==> config.mk <==
export PLATFORM = sky130hd
export DESIGN_NAME = tcam_cmd_packer_flat
export DESIGN_NICKNAME = d
export VERILOG_FILES = /design/src/rtl/tcam_axis_pkg.sv /design/src/rtl/tcam_cmd_packer_if.sv /design/src/rtl/tcam_cmd_packer.sv /design/src/flat_wrapper.sv
export SDC_FILE = /design/constraint.sdc
export NUM_CORES = 1
export LEC_CHECK = 0
export CORE_MARGIN = 1
export CORE_UTILIZATION = 50
export DETAILED_ROUTE_END_ITERATION = 10
export PLACE_DENSITY = 0.86
export SLEW_MARGIN = 20
export SYNTH_ARGS = -nofsm -noshare
export SYNTH_HDL_FRONTEND = slang
export SYNTH_SLANG_ARGS = --single-unit
==> constraint.sdc <==
create_clock -name clk -period 2.9 [get_ports clk]
set_clock_uncertainty 0.15 [all_clocks]
set_input_delay 0.58 -clock clk [delete_from_list [all_inputs] [get_ports clk]]
set_output_delay 0.58 -clock clk [all_outputs]
set_load 0.01 [all_outputs]
==> src/rtl/tcam_axis_pkg.sv <==
// Constants and state encodings shared by the TCAM AXI-Stream wrapper and its command packer.
package tcam_axis_pkg;

    typedef enum logic [1:0] {
        StIdle,
        StSend,
        StWaitRsp,
        StResp
    } tcam_state_e;

    localparam int unsigned CTRL_OPCODE_BIT = 0;
    localparam int unsigned CTRL_CLR_BIT    = 1;
    localparam int unsigned HDR_ADDR_LSB    = 16;
    localparam int unsigned BEATS_PER_FRAME = 4;
    localparam logic [31:0] MISS_PATTERN    = 32'hDEADBEEF;

    // Header beat: address in the top half, control bits at the bottom.
    function automatic logic [31:0] make_header(input logic [15:0] addr, input logic clr,
                                                input logic opcode);
        logic [31:0] hdr;
        hdr                   = '0;
        hdr[HDR_ADDR_LSB+:16] = addr;
        hdr[CTRL_CLR_BIT]     = clr;
        hdr[CTRL_OPCODE_BIT]  = opcode;
        return hdr;
    endfunction

endpackage

==> src/rtl/tcam_cmd_packer_if.sv <==
// One AXI-Stream link; master drives data, slave drives TREADY.
interface tcam_cmd_packer_if #(
    parameter int unsigned C_AXIS_TDATA_WIDTH = 32
) ();

    logic                              TVALID;
    logic [C_AXIS_TDATA_WIDTH-1:0]     TDATA;
    logic [(C_AXIS_TDATA_WIDTH/8)-1:0] TSTRB;
    logic                              TLAST;
    logic                              TREADY;

    modport master (output TVALID, TDATA, TSTRB, TLAST, input TREADY);
    modport slave  (input TVALID, TDATA, TSTRB, TLAST, output TREADY);

endinterface

==> src/rtl/tcam_cmd_packer.sv <==
// Serialises one parallel TCAM command into a header/word/mask/data frame, then waits for the
// single response beat (or a timeout) and presents the decoded result.
module tcam_cmd_packer
    import tcam_axis_pkg::*;
#(
    parameter int unsigned WORD_WIDTH         = 32,
    parameter int unsigned DATA_WIDTH         = 32,
    parameter int unsigned C_AXIS_TDATA_WIDTH = 32,
    parameter int unsigned TIMEOUT_CYCLES     = 64
) (
    input  logic                          clk,
    input  logic                          rst_n,

    input  logic                          cmd_valid,
    output logic                          cmd_ready,
    input  logic                          cmd_opcode,
    input  logic                          cmd_clr,
    input  logic [15:0]                   cmd_addr,
    input  logic [WORD_WIDTH-1:0]         cmd_word,
    input  logic [WORD_WIDTH-1:0]         cmd_mask,
    input  logic [DATA_WIDTH-1:0]         cmd_data,

    output logic                          rsp_valid,
    input  logic                          rsp_ready,
    output logic                          rsp_hit,
    output logic [C_AXIS_TDATA_WIDTH-1:0] rsp_data,
    output logic                          rsp_timeout,
    output logic                          rsp_opcode,
    output logic                          stray_drop,

    tcam_cmd_packer_if.master             m_axis,
    tcam_cmd_packer_if.slave              s_axis
);

    localparam int unsigned TimerWidth = $clog2(TIMEOUT_CYCLES);
    localparam logic [TimerWidth-1:0] TimerLast = TimerWidth'(TIMEOUT_CYCLES - 1);
    localparam logic [1:0] LastBeat = 2'(BEATS_PER_FRAME - 1);

    if (WORD_WIDTH != C_AXIS_TDATA_WIDTH) begin : g_bad_word_width
        $error("WORD_WIDTH must equal C_AXIS_TDATA_WIDTH");
    end
    if (DATA_WIDTH != C_AXIS_TDATA_WIDTH) begin : g_bad_data_width
        $error("DATA_WIDTH must equal C_AXIS_TDATA_WIDTH");
    end
    if (C_AXIS_TDATA_WIDTH < 32) begin : g_bad_bus_width
        $error("C_AXIS_TDATA_WIDTH must hold the 32-bit header");
    end
    if (TIMEOUT_CYCLES < 8) begin : g_bad_timeout
        $error("TIMEOUT_CYCLES must be at least 8");
    end

    tcam_state_e                   state_q, state_d;
    logic [1:0]                    beat_cnt_q, beat_cnt_d;
    logic [TimerWidth-1:0]         timer_q, timer_d;
    logic                          opcode_q, opcode_d;
    logic                          clr_q, clr_d;
    logic [15:0]                   addr_q, addr_d;
    logic [WORD_WIDTH-1:0]         word_q, word_d;
    logic [WORD_WIDTH-1:0]         mask_q, mask_d;
    logic [DATA_WIDTH-1:0]         data_q, data_d;
    logic                          hit_q, hit_d;
    logic [C_AXIS_TDATA_WIDTH-1:0] rdata_q, rdata_d;
    logic                          timeout_q, timeout_d;
    logic                          stray_q, stray_d;

    logic unused_tstrb;
    assign unused_tstrb = ^s_axis.TSTRB;

    always_ff @(posedge clk or negedge rst_n) begin
        if (!rst_n) begin
            state_q    <= StIdle;
            beat_cnt_q <= '0;
            timer_q    <= '0;
            opcode_q   <= 1'b0;
            clr_q      <= 1'b0;
            addr_q     <= '0;
            word_q     <= '0;
            mask_q     <= '0;
            data_q     <= '0;
            hit_q      <= 1'b0;
            rdata_q    <= '0;
            timeout_q  <= 1'b0;
            stray_q    <= 1'b0;
        end else begin
            state_q    <= state_d;
            beat_cnt_q <= beat_cnt_d;
            timer_q    <= timer_d;
            opcode_q   <= opcode_d;
            clr_q      <= clr_d;
            addr_q     <= addr_d;
            word_q     <= word_d;
            mask_q     <= mask_d;
            data_q     <= data_d;
            hit_q      <= hit_d;
            rdata_q    <= rdata_d;
            timeout_q  <= timeout_d;
            stray_q    <= stray_d;
        end
    end

    always_comb begin
        state_d    = state_q;
        beat_cnt_d = beat_cnt_q;
        timer_d    = timer_q;
        opcode_d   = opcode_q;
        clr_d      = clr_q;
        addr_d     = addr_q;
        word_d     = word_q;
        mask_d     = mask_q;
        data_d     = data_q;
        hit_d      = hit_q;
        rdata_d    = rdata_q;
        timeout_d  = timeout_q;
        // Beats seen in IDLE belong to no command (e.g. a response after a timeout).
        stray_d    = (state_q == StIdle) && s_axis.TVALID;

        unique case (state_q)
            StIdle: begin
                if (cmd_valid) begin
                    opcode_d   = cmd_opcode;
                    clr_d      = cmd_clr;
                    addr_d     = cmd_addr;
                    word_d     = cmd_word;
                    mask_d     = cmd_mask;
                    data_d     = cmd_data;
                    beat_cnt_d = '0;
                    state_d    = StSend;
                end
            end
            StSend: begin
                if (m_axis.TREADY) begin
                    if (beat_cnt_q == LastBeat) begin
                        timer_d = '0;
                        state_d = StWaitRsp;
                    end else begin
                        beat_cnt_d = beat_cnt_q + 2'd1;
                    end
                end
            end
            StWaitRsp: begin
                // A beat in the expiry cycle takes priority over the timeout.
                if (s_axis.TVALID) begin
                    timeout_d = 1'b0;
                    if (opcode_q) begin
                        hit_d   = s_axis.TLAST;
                        rdata_d = s_axis.TLAST ? s_axis.TDATA : '0;
                    end else begin
                        hit_d   = 1'b1;
                        rdata_d = '0;
                    end
                    state_d = StResp;
                end else if (timer_q == TimerLast) begin
                    timeout_d = 1'b1;
                    hit_d     = 1'b0;
                    rdata_d   = '0;
                    state_d   = StResp;
                end else begin
                    timer_d = timer_q + 1'b1;
                end
            end
            StResp: begin
                if (rsp_ready) begin
                    state_d = StIdle;
                end
            end
            default: state_d = StIdle;
        endcase
    end

    always_comb begin
        cmd_ready     = (state_q == StIdle);
        s_axis.TREADY = (state_q == StIdle) || (state_q == StWaitRsp);
        m_axis.TVALID = (state_q == StSend);
        m_axis.TLAST  = (state_q == StSend) && (beat_cnt_q == LastBeat);
        m_axis.TSTRB  = '1;
        m_axis.TDATA  = '0;
        if (state_q == StSend) begin
            unique case (beat_cnt_q)
                2'd0:    m_axis.TDATA = C_AXIS_TDATA_WIDTH'(make_header(addr_q, clr_q, opcode_q));
                2'd1:    m_axis.TDATA = C_AXIS_TDATA_WIDTH'(word_q);
                2'd2:    m_axis.TDATA = C_AXIS_TDATA_WIDTH'(mask_q);
                default: m_axis.TDATA = C_AXIS_TDATA_WIDTH'(data_q);
            endcase
        end
        rsp_valid   = (state_q == StResp);
        rsp_hit     = hit_q;
        rsp_data    = rdata_q;
        rsp_timeout = timeout_q;
        rsp_opcode  = opcode_q;
        stray_drop  = stray_q;
    end

endmodule

==> src/flat_wrapper.sv <==
// flat-port wrapper written by rule: the top's interface ports become plain ports
module tcam_cmd_packer_flat import tcam_axis_pkg::*;
#(
    parameter int unsigned WORD_WIDTH         = 32,
    parameter int unsigned DATA_WIDTH         = 32,
    parameter int unsigned C_AXIS_TDATA_WIDTH = 32,
    parameter int unsigned TIMEOUT_CYCLES     = 64
)
  (clk, rst_n, cmd_valid, cmd_ready, cmd_opcode, cmd_clr, cmd_addr, cmd_word, cmd_mask, cmd_data, rsp_valid, rsp_ready, rsp_hit, rsp_data, rsp_timeout, rsp_opcode, stray_drop, m_axis_TVALID, m_axis_TDATA, m_axis_TSTRB, m_axis_TLAST, m_axis_TREADY, s_axis_TVALID, s_axis_TDATA, s_axis_TSTRB, s_axis_TLAST, s_axis_TREADY);
  tcam_cmd_packer_if #(.C_AXIS_TDATA_WIDTH(C_AXIS_TDATA_WIDTH)) m_axis_i ();
  tcam_cmd_packer_if #(.C_AXIS_TDATA_WIDTH(C_AXIS_TDATA_WIDTH)) s_axis_i ();
  input  logic clk;
  input  logic rst_n;
  input  logic cmd_valid;
  output logic cmd_ready;
  input  logic cmd_opcode;
  input  logic cmd_clr;
  input  logic [15:0] cmd_addr;
  input  logic [WORD_WIDTH-1:0] cmd_word;
  input  logic [WORD_WIDTH-1:0] cmd_mask;
  input  logic [DATA_WIDTH-1:0] cmd_data;
  output logic rsp_valid;
  input  logic rsp_ready;
  output logic rsp_hit;
  output logic [C_AXIS_TDATA_WIDTH-1:0] rsp_data;
  output logic rsp_timeout;
  output logic rsp_opcode;
  output logic stray_drop;
  output wire logic [$bits(m_axis_i.TVALID)-1:0] m_axis_TVALID;
  output wire logic [$bits(m_axis_i.TDATA)-1:0] m_axis_TDATA;
  output wire logic [$bits(m_axis_i.TSTRB)-1:0] m_axis_TSTRB;
  output wire logic [$bits(m_axis_i.TLAST)-1:0] m_axis_TLAST;
  input wire logic [$bits(m_axis_i.TREADY)-1:0] m_axis_TREADY;
  input wire logic [$bits(s_axis_i.TVALID)-1:0] s_axis_TVALID;
  input wire logic [$bits(s_axis_i.TDATA)-1:0] s_axis_TDATA;
  input wire logic [$bits(s_axis_i.TSTRB)-1:0] s_axis_TSTRB;
  input wire logic [$bits(s_axis_i.TLAST)-1:0] s_axis_TLAST;
  output wire logic [$bits(s_axis_i.TREADY)-1:0] s_axis_TREADY;
  assign m_axis_TVALID = m_axis_i.TVALID;
  assign m_axis_TDATA = m_axis_i.TDATA;
  assign m_axis_TSTRB = m_axis_i.TSTRB;
  assign m_axis_TLAST = m_axis_i.TLAST;
  assign m_axis_i.TREADY = m_axis_TREADY;
  assign s_axis_i.TVALID = s_axis_TVALID;
  assign s_axis_i.TDATA = s_axis_TDATA;
  assign s_axis_i.TSTRB = s_axis_TSTRB;
  assign s_axis_i.TLAST = s_axis_TLAST;
  assign s_axis_TREADY = s_axis_i.TREADY;
  tcam_cmd_packer #(.WORD_WIDTH(WORD_WIDTH), .DATA_WIDTH(DATA_WIDTH), .C_AXIS_TDATA_WIDTH(C_AXIS_TDATA_WIDTH), .TIMEOUT_CYCLES(TIMEOUT_CYCLES)) u_core (.clk(clk), .rst_n(rst_n), .cmd_valid(cmd_valid), .cmd_ready(cmd_ready), .cmd_opcode(cmd_opcode), .cmd_clr(cmd_clr), .cmd_addr(cmd_addr), .cmd_word(cmd_word), .cmd_mask(cmd_mask), .cmd_data(cmd_data), .rsp_valid(rsp_valid), .rsp_ready(rsp_ready), .rsp_hit(rsp_hit), .rsp_data(rsp_data), .rsp_timeout(rsp_timeout), .rsp_opcode(rsp_opcode), .stray_drop(stray_drop), .m_axis(m_axis_i), .s_axis(s_axis_i));
endmodule
==> results of run 1 <==
synth_stat cells, types with 5 or more instances:
cell / n / area, sq um
sky130_fd_sc_hd__dfrtp_1: 159 / 3980
sky130_fd_sc_hd__a22o_1: 36 / 315
sky130_fd_sc_hd__a222oi_1: 18 / 180
sky130_fd_sc_hd__o21ai_0: 6 / 30.0
sky130_fd_sc_hd__ha_1: 10 / 125
sky130_fd_sc_hd__nand2b_1: 5 / 31.3
sky130_fd_sc_hd__clkbuf_1: 13 / 48.8
sky130_fd_sc_hd__a22oi_1: 14 / 105
sky130_fd_sc_hd__nor2_1: 67 / 251
sky130_fd_sc_hd__mux2_2: 114 / 1280
sky130_fd_sc_hd__a21oi_1: 35 / 175
sky130_fd_sc_hd__buf_2: 19 / 95.1
sky130_fd_sc_hd__inv_1: 7 / 26.3
cells in the final DEF, fill, tap and decap left out, types with 4 or more instances in the layout:
cell type,n
sky130_fd_sc_hd__nor2_1,65
sky130_fd_sc_hd__clkdlybuf4s15_1,5
sky130_fd_sc_hd__a22oi_1,12
sky130_fd_sc_hd__clkbuf_16,18
sky130_fd_sc_hd__buf_12,7
sky130_fd_sc_hd__dlygate4sd2_1,10
sky130_fd_sc_hd__nand2b_1,5
sky130_fd_sc_hd__a21oi_1,34
sky130_fd_sc_hd__clkbuf_8,6
sky130_fd_sc_hd__clkdlybuf4s50_1,191
sky130_fd_sc_hd__conb_1,4
sky130_fd_sc_hd__clkbuf_2,18
sky130_fd_sc_hd__ha_1,6
sky130_fd_sc_hd__mux2_2,114
sky130_fd_sc_hd__dfrtp_1,158
sky130_fd_sc_hd__clkbuf_1,4
sky130_fd_sc_hd__a222oi_1,18
sky130_fd_sc_hd__inv_1,5
sky130_fd_sc_hd__buf_4,15
sky130_fd_sc_hd__a22o_1,36
sky130_fd_sc_hd__o21ai_0,6
critical path, delay by kind of cell, from the launching register on:
kind                       cells  cell delay [ps]
and+or+nand+nor                2              120
buffers and inverters          2              400
DFF                            1              440
adders and majority gates      1              180
AOI/OAI and AO/OA              2              460
per-stage QoR:
| stage | cells | hold WS [ps] | utilization, % | total power [mW] |
|---|---|---|---|---|
| finish | 965 | 342 | 75.3 | 10.7 |
| global route | 965 | 361 | 75.3 | 11.4 |
| CTS | 964 | 342 | 75.3 | 10.7 |
| detailed placement | 929 | 331 | 70.6 | 8.39 |
| global placement | 929 | 326 | 70.6 | 8.17 |
| floorplan | 552 | 134 | - | 6.46 |
area by class of cell:
class                           count  share of cell area (%)
Clock buffer                       27                    5.16
Clock inverter                      4                   0.963
Inverter                            8                   0.296
Multi-Input combinational cell    342                    28.0
Sequential cell                   159                    39.3
Tap cell                          176                    2.17
Timing Repair Buffer              249                    24.1
flip-flops by register name, indices dropped and copies added, names as in the netlist:
register and count:
u_core.state_q 2, u_core.mask_q 32, u_core.addr_q 16, u_core.data_q 32
u_core.beat_cnt_q 2, u_core.rsp_opcode 1, u_core.clr_q 1, u_core.stray_drop 1
u_core.rsp_hit 1, u_core.word_q 32, u_core.timer_q 6, u_core.rsp_timeout 1
u_core.rsp_data 32
worst max path at each step:
stage / from / end / cells after the start
CTS: u_core.beat_cnt_q[1] / m_axis_TDATA[19] / 7
global placement: u_core.beat_cnt_q[0] / m_axis_TDATA[21] / 8
global route: u_core.beat_cnt_q[0] / m_axis_TDATA[8] / 8
detailed placement: u_core.beat_cnt_q[0] / m_axis_TDATA[17] / 8
floorplan: u_core.beat_cnt_q[0] / m_axis_TDATA[30] / 8
finish: u_core.beat_cnt_q[1] / m_axis_TDATA[16] / 7
where the power goes:
group	leakage (nW)	switching (mW)	internal, mW	total [mW]
logic	2.17	1.94	2.48	4.43
registers	1.95	0.626	3.32	3.95
clock network	0.300	0.821	1.49	2.31
routing by layer:
layer | GRT usage (%) | up-vias
met4 | 10.1 | 0
met5 | 0 | -
met3 | 9.72 | 16
met2 | 45.2 | 239
li1 | - | 2457
met1 | 30.5 | 2663
logic make-up after synthesis:
kind of cell,synth area share [%]
xor+xnor,0.125
buf+inv,3.61
fa+ha+maj,1.79
flops,56.9
compound gates,13.2
mux,18.7
other cells,0.0536
simple gates,5.62
repair_timing:
| action | 4_1_cts | 5_1_grt |
|---|---|---|
| hold endpoints to repair | 54 | 0 |
| pin swaps | 9 | 14 |
| gates cloned | 0 | 1 |
| endpoints found under the setup margin | 32 | 22 |
| resized for setup | 46 | 42 |
| setup buffers | 3 | 0 |
| hold buffers | 1 | 0 |
==> flow_metrics.tcl, run 1 <==
set metrics [dict create \
    async_flop_share_pct 100 \
    path_cells "ha_4, buf_12, a222oi_1, nor2_1, a21oi_1, nor2_1, clkdlybuf4s15_1" \
    netlist_instances 549 \
    endpoint_kind "output pin" \
    hold_class "reg2reg" \
    io_buffer_count 225 \
    design_area_sq_um 10100 \
    worstSkewPairLatency_ps 430 \
    grt.total_usage_pct 26.5 \
    detailroute.via_count 5375 \
    cp.arrival_ps 2050 \
    area_taken_by_multi_input_logic_gates_sq_um 2840 \
    die_width_um 120 \
    worst-slew-pin-transition_ps 537 \
    tns_ps 0 \
    max-clock-path-buffers 2 \
    r2r_setup_slack_ps 730 \
    global_route_wire_length_before_repair_um 29100 \
    timing.final.crit_share_pct 96.0 \
    seq_area_frac_synth_pct 56.9 \
    antennaDiodeCount 0 \
    seq_area_sq_um 3980 \
    route.layer.met1.wl_um 7080 \
    design.die.area_sq_um 14500 \
    cts_tree "done" \
    outcome "complete, no violations" \
    ys.warnings.count 0 \
    routabilityCongestion 0.768 \
    critical_path.max_fanout 25 \
    clockRootBuffer "sky130_fd_sc_hd__clkbuf_16" \
    routed.top_layer "met4" \
    min_from "u_core.rsp_hit" \
    post_drt_wl_per_cell_um 18.8 \
    antenna_found_initial 0 \
    setup_viol 0 \
    chipHeight_um 120 \
    drive_above_1_share_pct 25.9 \
    areaGrowthSynthToFinish_pct 44.8 \
    hold_viol 0 \
    synth_enable_flop_cells 0 \
    achievable-frequency_mhz 359 \
    h_tree_depth 4 \
    routed_wl_um 18200 \
    crit_path_start_kind "flop" \
    r2r_start "u_core.beat_cnt_q[0]" \
    synth.ff_latch_count 159 \
    place_area_sq_um 9500 \
    finalCriticalPeriod_ps 2780 \
    global_route.overflow_total 0 \
    drc 0 \
    postSynth.topFlopCell "sky130_fd_sc_hd__dfrtp_1" \
    detailed_placer_s_ending_hpwl_um 12600 \
    required_ps 2170 \
    holdPathStages 1 \
    number_of_buffers_inserted_during_clock_tree_synthesis 17 \
    drt_first_pass_iters 6 \
    timing.hold.worst_endpoint "u_core.rsp_hit" \
    class_of_the_most_critical_setup_path "reg2out" \
    cpMaxStageDelayCell "sky130_fd_sc_hd__dfrtp_2" \
    drv_slew 0 \
    wl_met3_um 1710 \
    cts.sinks 159 \
    synth.distinct_cells 42 \
    cp_common_cell "sky130_fd_sc_hd__nor2_1" \
    cts.clk_slew.worst_paths_ps 60 \
    crit-reg2reg-capture "u_core.timer_q[0]" \
    std_cell_rows 42 \
    syn_area_per_cell_sq_um 12.7 \
    rsz0062_at_grt "false" \
    detailedRoute.firstIterationViolations 317 \
    worst-r2r-cell-count 8 \
    placement.setup.worst_slack_ps 81.3 \
    core_area_sq_um 13500 \
    grt_start_max_net_pins 75 \
    final_critical_path_setup_slack_ps 116 \
    power.density_nw_per_um2 1050 \
    antenna_violating_nets_post_route 0 \
    worst_slew_margin_relative_to_its_limit_pct 64.2 \
    worst_path_largest_cell_delay_ps 440 \
    ir_drop_mv 0.621 \
    filler_cell_count 892 \
    max_cap_violations 0 \
    met2RoutedLength_um 9120 \
    vias_per_cell 5.57 \
    final_nets 944 \
    ios 234 \
    start_util_pct 52.0 \
    vias_in_the_first_global_route 5729 \
    power.leakage_nw 4.42 \
    post_synth_instance_area_sq_um 7000 \
]
Power figures use the tool's default switching activity.
==> run 2, diff against run 1 <==
--- a/config.mk
+++ b/config.mk
@@ -5,6 +5,7 @@
 export SDC_FILE = /design/constraint.sdc
 export NUM_CORES = 1
 export LEC_CHECK = 0
+export CAP_MARGIN = 20
 export CORE_MARGIN = 1
 export CORE_UTILIZATION = 50
 export DETAILED_ROUTE_END_ITERATION = 10
==> results of run 2 <==
The final DEF is identical to that of run 1; final timing and power are the same.
